File: config.mk
export PLATFORM = sky130hd
export DESIGN_NAME = frame_config_writer
export DESIGN_NICKNAME = d
export VERILOG_FILES = /design/src/rtl/frame_config_writer.sv
export SDC_FILE = /design/constraint.sdc
export NUM_CORES = 1
export LEC_CHECK = 0
export ABC_AREA = 1
export BUFFER_PORTS_ARGS = -buffer_cell sky130_fd_sc_hd__buf_4
export CAP_MARGIN = 20
export CORE_MARGIN = 4
export CORE_UTILIZATION = 25
export CTS_CLUSTER_DIAMETER = 200
export DETAILED_ROUTE_END_ITERATION = 10
export SLEW_MARGIN = 10
export SYNTH_ARGS = -nofsm -noshare
export SYNTH_HDL_FRONTEND = slang
export SYNTH_SLANG_ARGS = --single-unit
export TNS_END_PERCENT = 10
File: constraint.sdc
create_clock -name CLK -period 4.7 [get_ports CLK]
set_input_delay 0.94 -clock CLK [delete_from_list [all_inputs] [get_ports CLK]]
set_output_delay 0.94 -clock CLK [all_outputs]
set_load 0.01 [all_outputs]
File: src/rtl/frame_config_writer.sv
// Configuration-column writer: turns (header, data) stream pairs into
// FrameData words and one-hot FrameStrobe pulses for one fabric column.
module frame_config_writer #(
  parameter int FrameBitsPerRow = 32,
  parameter int MaxFramesPerCol = 20,
  parameter int StrobeCycles    = 1,
  parameter logic [7:0] SyncByte = 8'hA5
) (
  input  logic                       CLK,
  input  logic                       RST,
  input  logic [FrameBitsPerRow-1:0] s_data,
  input  logic                       s_valid,
  output logic                       s_ready,
  output logic [FrameBitsPerRow-1:0] FrameData,
  output logic [MaxFramesPerCol-1:0] FrameStrobe,
  output logic                       busy,
  output logic                       err_sync,
  output logic                       err_index,
  input  logic                       err_clr,
  output logic [15:0]                frame_count
);

  typedef enum logic [2:0] {
    IDLE,
    DATA,
    SETUP,
    STROBE,
    HOLD
  } state_t;

  localparam int CW = (StrobeCycles > 1) ? $clog2(StrobeCycles) : 1;
  localparam logic [CW-1:0] CNT_LOAD = CW'(StrobeCycles - 1);
  localparam logic [5:0] MAXF = 6'(MaxFramesPerCol);
  localparam logic [MaxFramesPerCol-1:0] ONE =
    {{(MaxFramesPerCol-1){1'b0}}, 1'b1};

  state_t        state;
  logic [4:0]    idx;
  logic          bad;
  logic [CW-1:0] cnt;
  logic [15:0]   fcount_q;
  logic          xfer;
  logic          sync_ok;
  logic          idx_bad;

  assign s_ready = (state == IDLE) || (state == DATA);
  assign busy    = (state == SETUP) || (state == STROBE) || (state == HOLD);
  assign xfer    = s_valid && s_ready;
  assign sync_ok = (s_data[31:24] == SyncByte);
  assign idx_bad = ({1'b0, s_data[4:0]} >= MAXF);
  assign frame_count = fcount_q;

  always_ff @(posedge CLK or posedge RST) begin
    if (RST) begin
      state       <= IDLE;
      idx         <= '0;
      bad         <= 1'b0;
      cnt         <= '0;
      FrameData   <= '0;
      FrameStrobe <= '0;
      err_sync    <= 1'b0;
      err_index   <= 1'b0;
      fcount_q    <= '0;
    end else begin
      // clear first so that a same-cycle error set below takes priority
      if (err_clr) begin
        err_sync  <= 1'b0;
        err_index <= 1'b0;
      end
      unique case (state)
        IDLE: begin
          if (xfer) begin
            if (!sync_ok) begin
              err_sync <= 1'b1;
            end else begin
              idx   <= s_data[4:0];
              bad   <= idx_bad;
              state <= DATA;
              if (idx_bad) err_index <= 1'b1;
            end
          end
        end
        DATA: begin
          if (xfer) begin
            if (bad) begin
              state <= IDLE;
            end else begin
              FrameData <= s_data;
              state     <= SETUP;
            end
          end
        end
        SETUP: begin
          FrameStrobe <= ONE << idx;
          cnt         <= CNT_LOAD;
          state       <= STROBE;
        end
        STROBE: begin
          if (cnt == '0) begin
            FrameStrobe <= '0;
            fcount_q    <= fcount_q + 16'd1;
            state       <= HOLD;
          end else begin
            cnt <= cnt - 1'b1;
          end
        end
        HOLD: begin
          state <= IDLE;
        end
        default: begin
          FrameStrobe <= '0;
          state       <= IDLE;
        end
      endcase
    end
  end

endmodule

Yosys cells after proc, flatten, opt, wreduce, memory -nomap -nowiden --
Cells that the tools add are included.
Word-level totals: output and inout bits 72, bits of input ports 36, logic and storage cells 56, bits in registers 80
Operators by class: $lt $le $gt $ge 1, multiplexer cells 19, equality and inequality tests 9, reductions and logical operators 12, bitwise operators 3, add/sub/neg operators 2, shift operators 1
Operators by type and width (count):
- case mux 20 bit (3 select lines) | 1
- 2-to-1 mux 20 bit | 1
- << shifter 1 x 5 -> 20 bit, first input constant | 1
- adder 16 x 1 -> 16 bit, second input constant | 1
- 2-to-1 mux 3 bit | 4
- case mux 3 bit (4 select lines) | 1
- 2-to-1 mux 1 bit | 10
- == test 8 bit, second input constant | 1
- != test 2 bit, second input constant | 4
- == test 3 x 2 -> 1 bit, second input constant | 2
- AND reduction 3 bit | 2
- greater-or-equal comparator 5 bit, second input constant | 1
- AND reduction 2 bit | 2
- AND reduction 4 bit | 1
- == test 3 x 1 -> 1 bit, second input constant | 1
- == test 3 bit, second input constant | 1
- zero test 3 bit | 1
- logical OR 1 bit | 3
- inverter 1 bit | 3
- OR reduction 3 bit | 1
- 2-to-1 mux 2 bit | 1
- case mux 1 bit (2 select lines) | 1
- nonzero test 2 bit | 1
- logical AND 1 bit | 1
- subtractor 1 bit, second input constant | 1

Logic depth before layout (Yosys ltp) --
Gate-level depths: netlist of the first run.
depth after elaboration 5, depth in mapped cells 8, depth with buffers taken out 8

Worst setup path before layout of the first run --
Ideal clock, no wire load.
kind flip-flop to output port, from reg state[2], to out busy, path buffers 0, setup slack 2.919 ns, data required time 3.760 ns, arrival time 0.841 ns, stages on the path, launching flop included 3, path through dfrtp_1 > nor2_4 > a21oi_1
On the way: word-level cells in the longest chain between the ends 3, elaborated cells on any way between the ends 5, classes of those cells eq/ne (3); reduce/logical (2)
Ends and longest elaborated chain:
- start: declaration | RTL line 37 | state_t state;
- start signal: assignment | RTL line 55 | state <= IDLE;
- start signal: assignment | RTL line 78 | state <= DATA;
- start signal: assignment | RTL line 86 | state <= IDLE;
- == test 3 x 2 -> 1 bit | RTL line 47 | assign busy = (state == SETUP) || (state == STROBE) || (state == HOLD);
- logical OR 1 bit | RTL line 47
- logical OR 1 bit (*) | RTL line 47
- end: declaration | RTL line 16 | output logic busy,
Mark *: on every way between the ends. The rest lies on a longest branch, timed or not.

Worst setup path after layout of the first run --
Same ends and word-level chain as after synthesis.

==> flow_metrics.py, run 1 <==
metrics = {
    "layout": {
        "drive_gt1_share_pct": 36.5,
        "diodes": 0,
        "area_growth_pct": 33.8,
        "nFillCells": 1454,
        "nets": 536,
        "stdcell_count": 684,
    },
    "sta": {
        "slew_violations": 0,
        "fmax_mhz": 444,
        "period_needed_ns": 2.25,
        "relSlewSlack_pct": 42.0,
        "setup_violations": 0,
        "rsz0062_at_grt": "false",
        "hold_violations": 0,
        "setup_tns_ns": 0,
        "period_share_pct": 47.9,
        "tightest_slew_ns": 0.870,
        "worst_clock_skew_ns": 0.00796,
    },
    "global_routing": {
        "grt_util_all_layers_pct": 11.0,
        "grt_max_degree": 65,
        "grt_antenna_before_repair": 0,
        "grt.overflow.total": 0,
        "grt_pass1_vias": 2929,
        "grt_pass1_wl_um": 14500,
    },
    "placed_design": {
        "dp_cells": 668,
        "port_buffers": 107,
        "place_congestion": 0.777,
        "dp_hpwl_um": 6550,
    },
    "critical_path": {
        "max_stage_delay_ns": 0.50,
        "critPathLaunchType": "flip-flop",
        "reg2reg_depth": 4,
        "critPathArrivalTime_ns": 1.31,
        "reg2reg_slack_ns": 2.78,
        "reg2reg_from": "state[2]",
        "r2r-end": "FrameData[23]",
        "crit_chain": "nor2_4, a21oi_1, buf_4",
        "critPathCaptureType": "output pin",
        "cp.required_ns": 3.76,
        "cp_slowest_cell": "dfrtp_1",
        "criticalPathCategory": "flip-flop to output pin",
        "crit_path_max_fanout": 7,
    },
    "yosys": {
        "synth_edf_count": 0,
        "synth_common_cells": "90 x nand2_1, 79 x dfrtp_1, 72 x inv_1",
        "synthArstFlopShare_pct": 100,
        "synth_ff_type": "dfrtp_1",
        "yosys_warnings": 0,
        "postSynthCellCount": 391,
        "ys_seq_elements": 79,
        "synth_area_um2": 3650,
        "postSynthAreaPerCell_um2": 9.33,
        "yosysMostFrequentCell": "nand2_1",
        "ys_seq_area_share_pct": 54.2,
        "synth_cell_types": 29,
        "synth_top_area_cell": "dfrtp_1",
        "synth_top_cell_area_share_pct": 54.2,
        "synth.net_count": 428,
        "yosys-top-cells-area": "dfrtp_1 54%, nand2_1 9.3%, o21ai_2 7.7%",
    },
    "floorplanning": {
        "die_x_um": 129,
        "ios": 108,
        "die_area_um2": 16600,
        "die_height_um": 129,
        "row_count": 43,
        "initial_core_util_pct": 25.9,
        "core_area_um2": 14100,
    },
    "hold_path": {
        "hold_start": "err_index",
        "hold_depth": 2,
        "min_to": "err_index",
        "min_path_type": "flip-flop to flip-flop",
    },
    "power_and_ir_drop": {
        "power_frac_clock_pct": 34.0,
        "ir_drop_v": 0.000181,
        "leakage_nw": 2.47,
        "switching_share_pct": 30.0,
        "p_int_mw": 1.40,
        "p_comb_share_pct": 23.1,
        "power.switching_uw": 597,
        "p_seq_share_pct": 42.9,
        "powerDensity_nw_per_um2": 408,
    },
    "run_status": {
        "status": "complete, no violations",
    },
    "clock_tree": {
        "cts_sinks": 79,
        "cts_root_buffer": "clkbuf_16",
        "clkTransAtPathRegs_ns": 0.06,
        "post_cts_buffers": 0,
        "cts_buffers": 9,
        "cts-hold-fix-buffers": 0,
        "insertion_delay_ns": 0.34,
        "cts_buffer_depth": 2,
        "cts_resized": 0,
        "cts_tree": "built",
        "h-tree-depth": 3,
    },
    "routing": {
        "drt-wirelength-per-cell_um": 12.6,
        "drc": 0,
        "drt-total-wl_um": 8590,
        "routed_via_density": 4.25,
        "vias": 2905,
        "drt_iter0_drc": 127,
        "detail_route.first_pass.iterations": 7,
        "antenna_left": 0,
    },
    "run": {
        "cap_violations": 0,
    },
}
-- layout by cell type, fill, tap and decap left out, types with 2 or more instances in the layout --
master	instances
inv_1	71
nand4_1	6
o21ai_0	3
clkinvlp_4	2
nor2_1	17
nand2_2	4
nand3_1	18
xnor2_1	6
nor2_4	5
inv_6	3
dfrtp_1	79
nand2_1	90
xor2_1	4
clkbuf_16	9
o21ai_1	6
buf_4	109
o22ai_1	12
inv_2	4
o22ai_2	5
a21oi_1	2
nor3_1	4
nor2_2	4
o21ai_2	32
-- cells by family after synthesis --
kind of cell	Yosys count	synth area share, %
XOR/XNOR	10	2.40
buffers and inverters	88	10.6
AO/OA/AOI/OAI	61	13.2
adder cells (fa/ha/maj)	1	0.343
AND/OR/NAND/NOR	152	19.3
flip-flops	79	54.2
-- how the worst max path moves through the flow --
stage,startpoint,to,cells after the start
final,state[2],busy,3
after global routing,state[2],busy,3
after CTS,state[2],busy,3
after detailed placement,s_valid,FrameData[8],4
after global placement,s_valid,FrameData[25],4
after floorplan,RST,FrameData[0],1
-- through the flow --
stage                     instance area, um2  setup WS, ns  power [mW]  hold WS, ns  util [%]
after global routing                    4880          2.38        2.11        0.511      34.6
after floorplan                         3650          1.74        1.11        0.470         -
final                                   4880          2.45        1.99        0.485      34.6
after global placement                  4590          2.53        1.33        0.468      32.6
after detailed placement                4590          2.49        1.34        0.474      32.6
after CTS                               4880          2.42        2.03        0.490      34.6
-- critical path: cells and delay by family (launching register included) --
kind | cells | cell delay [ns]
DFF | 1 | 0.50
and+or+nand+nor | 1 | 0.25
buffers and inverters | 1 | 0.16
AOI/OAI and AO/OA | 1 | 0.07
-- power groups by stage --
stage	Sequential, mW	Clock, mW	Combinational (mW)
2_1_floorplan	0.905	0	0.207
5_1_grt	0.869	0.730	0.511
6_report	0.855	0.678	0.459
3_3_place_gp	0.866	0	0.461
4_1_cts	0.858	0.704	0.473
3_5_place_dp	0.865	0	0.475
-- registers in the layout, indices dropped and copies added (netlist names) --
name,cells
FrameData,32
state,3
err_index,1
err_sync,1
FrameStrobe,20
bad,1
frame_count,16
idx,5
-- metal layers --
layer  global-route usage, %  share of wire [%]
met5                       0                  0
met4                    5.06                1.4
met3                    4.61                9.0
met2                    16.9                 47
met1                    13.6                 43
-- cell type report --
class | instances | area [um2] | share of cell area [%]
Tap cell | 180 | 225 | 4.61
Inverter | 76 | 287 | 5.87
Clock buffer | 10 | 239 | 4.90
Clock inverter | 6 | 50.0 | 1.03
Timing Repair Buffer | 109 | 818 | 16.8
Multi-Input combinational cell | 224 | 1280 | 26.3
Sequential cell | 79 | 1980 | 40.5
(Power assumes the default switching activity.)
==> run 2: changes to the inputs <==
clock period = 2.2 ns   (was 4.7 ns; I/O delays follow)
==> run 2 against run 1 <==
Compared with the run above:
- sequential cell count did not move
- highest routed layer unchanged
- worst hold slack got worse by 0.44 ns
- critical path depth did not move
- setup slack got worse by 2.0 ns
- clock power rose by 130%
- global-route usage fell by 0.26 points
- routed wire length rose by 1.0%
==> flow_metrics.py, run 2 (synthesized netlist as in run 1, its figures left out) <==
metrics = {
    "run_status": {
        "status": "complete, no violations",
    },
    "placed_design": {
        "dp_cells": 670,
        "port_buffers": 107,
        "place_congestion": 0.836,
        "dp_hpwl_um": 6560,
    },
    "sta": {
        "tightest_slew_ns": 0.389,
        "period_needed_ns": 1.76,
        "setup_violations": 0,
        "rsz0062_at_grt": "false",
        "hold_violations": 0,
        "setup_tns_ns": 0,
        "period_share_pct": 79.9,
        "worst_clock_skew_ns": 0.00599,
        "fmax_mhz": 569,
        "slew_violations": 0,
        "relSlewSlack_pct": 74.1,
    },
    "routing": {
        "detail_route.first_pass.iterations": 5,
        "drc": 0,
        "vias": 2863,
        "drt-total-wl_um": 8670,
        "antenna_left": 0,
        "drt-wirelength-per-cell_um": 12.6,
        "drt_iter0_drc": 144,
        "routed_via_density": 4.17,
    },
    "clock_tree": {
        "cts_resized": 0,
        "cts_sinks": 79,
        "post_cts_buffers": 0,
        "insertion_delay_ns": 0.34,
        "h-tree-depth": 3,
        "cts_root_buffer": "clkbuf_16",
        "cts_buffers": 9,
        "cts_buffer_depth": 2,
        "cts-hold-fix-buffers": 0,
        "clkTransAtPathRegs_ns": 0.06,
        "cts_tree": "built",
    },
    "floorplanning": {
        "core_area_um2": 14100,
        "die_x_um": 129,
        "die_height_um": 129,
        "row_count": 43,
        "die_area_um2": 16600,
        "initial_core_util_pct": 25.9,
        "ios": 108,
    },
    "power_and_ir_drop": {
        "p_comb_share_pct": 22.8,
        "power_frac_clock_pct": 35.1,
        "leakage_nw": 2.50,
        "power.switching_mw": 1.26,
        "ir_drop_v": 0.000446,
        "p_int_mw": 3.10,
        "p_seq_share_pct": 42.1,
        "switching_share_pct": 28.9,
        "powerDensity_nw_per_um2": 881,
    },
    "global_routing": {
        "grt_antenna_before_repair": 0,
        "grt_max_degree": 56,
        "grt.overflow.total": 0,
        "grt_util_all_layers_pct": 10.8,
        "grt_pass1_wl_um": 14100,
        "grt_pass1_vias": 2825,
    },
    "layout": {
        "regMostFlops": "FrameData",
        "nets": 538,
        "largest_register_ffs": 32,
        "drive_gt1_share_pct": 36.8,
        "diodes": 0,
        "layout_commonest_cell": "buf_4",
        "most-common-layout-cells": "109 x buf_4, 90 x nand2_1, 79 x dfrtp_1",
        "nFillCells": 1488,
        "stdcell_count": 686,
        "area_growth_pct": 35.4,
    },
    "critical_path": {
        "critPathArrivalTime_ns": 1.32,
        "critPathLaunchType": "flip-flop",
        "crit_path_max_fanout": 7,
        "cp.required_ns": 1.76,
        "criticalPathCategory": "flip-flop to output pin",
        "critPathCaptureType": "output pin",
    },
    "hold_path": {
        "min_path_type": "primary input to async pin",
    },
    "run": {
        "cap_violations": 0,
    },
}
==> run 2: cell types whose count changed in the layout (fill, tap and decap cells not counted) <==
cell,delta
inv_6,-2
buf_12,+2
clkinvlp_4,+1
bufinv_16,+1
==> run 2: layout make-up <==
cell class / instances / area (um2) / area share, %
clock buffer: 10 / 239 / 4.84
clock inverter: 6 / 67.6 / 1.37
inverter: 76 / 289 / 5.85
multi-input combinational: 224 / 1280 / 26.0
sequential: 79 / 1980 / 40.0
tap: 180 / 225 / 4.56
timing repair buffer: 111 / 858 / 17.4
==> run 2: layer usage <==
layer  GRT usage [%]  up-vias  share of wire (%)
met2            15.5       86                 43
met5               0        -                  0
met1            14.2     1308                 46
li1                -     1456                  -
met3            4.28       13                8.7
met4            4.76        0                1.8
==> run 2: power groups by stage <==
stage	combinational (mW)	clock (mW)	sequential, mW
after floorplan	0.443	0	1.93
after global placement	0.997	0	1.85
after detailed placement	1.02	0	1.85
final	0.995	1.53	1.83
after CTS	1.02	1.58	1.84
after global routing	1.11	1.65	1.87
==> run 2: critical path, cell delays in order, from the launching register on <==
cell and delay, ns:
dfrtp_1 0.51, nor2_4 0.25, a21oi_1 0.06, buf_4 0.16
==> run 2: final timing paths <==
| check | from | end | slack, ns | cells past startpoint |
|---|---|---|---|---|
| worst min-delay path | RST | FrameData[20] | 0.04 | 2 |
| worst max register to register | state[2] | FrameData[19] | 0.52 | 5 |
| worst min register to register | FrameData[7] | FrameData[7] | 0.49 | 2 |
| min in group CLK | err_clr | err_sync | 0.35 | 4 |
| worst max-delay path | state[2] | busy | 0.44 | 3 |
| max in group asynchronous | RST | FrameStrobe[18] | 1.59 | 3 |
==> run 2: metrics by stage <==
stage	hold WS [ns]	power, mW	utilization (%)	setup WS, ns	instance area, um2
2_1_floorplan	0.470	2.38	-	0.864	3650
3_3_place_gp	0.399	2.85	32.9	0.569	4630
3_5_place_dp	0.411	2.88	32.9	0.510	4630
4_1_cts	0.0414	4.44	35.1	0.423	4940
5_1_grt	0.0593	4.63	35.1	0.360	4940
6_report	0.0441	4.35	35.1	0.443	4940
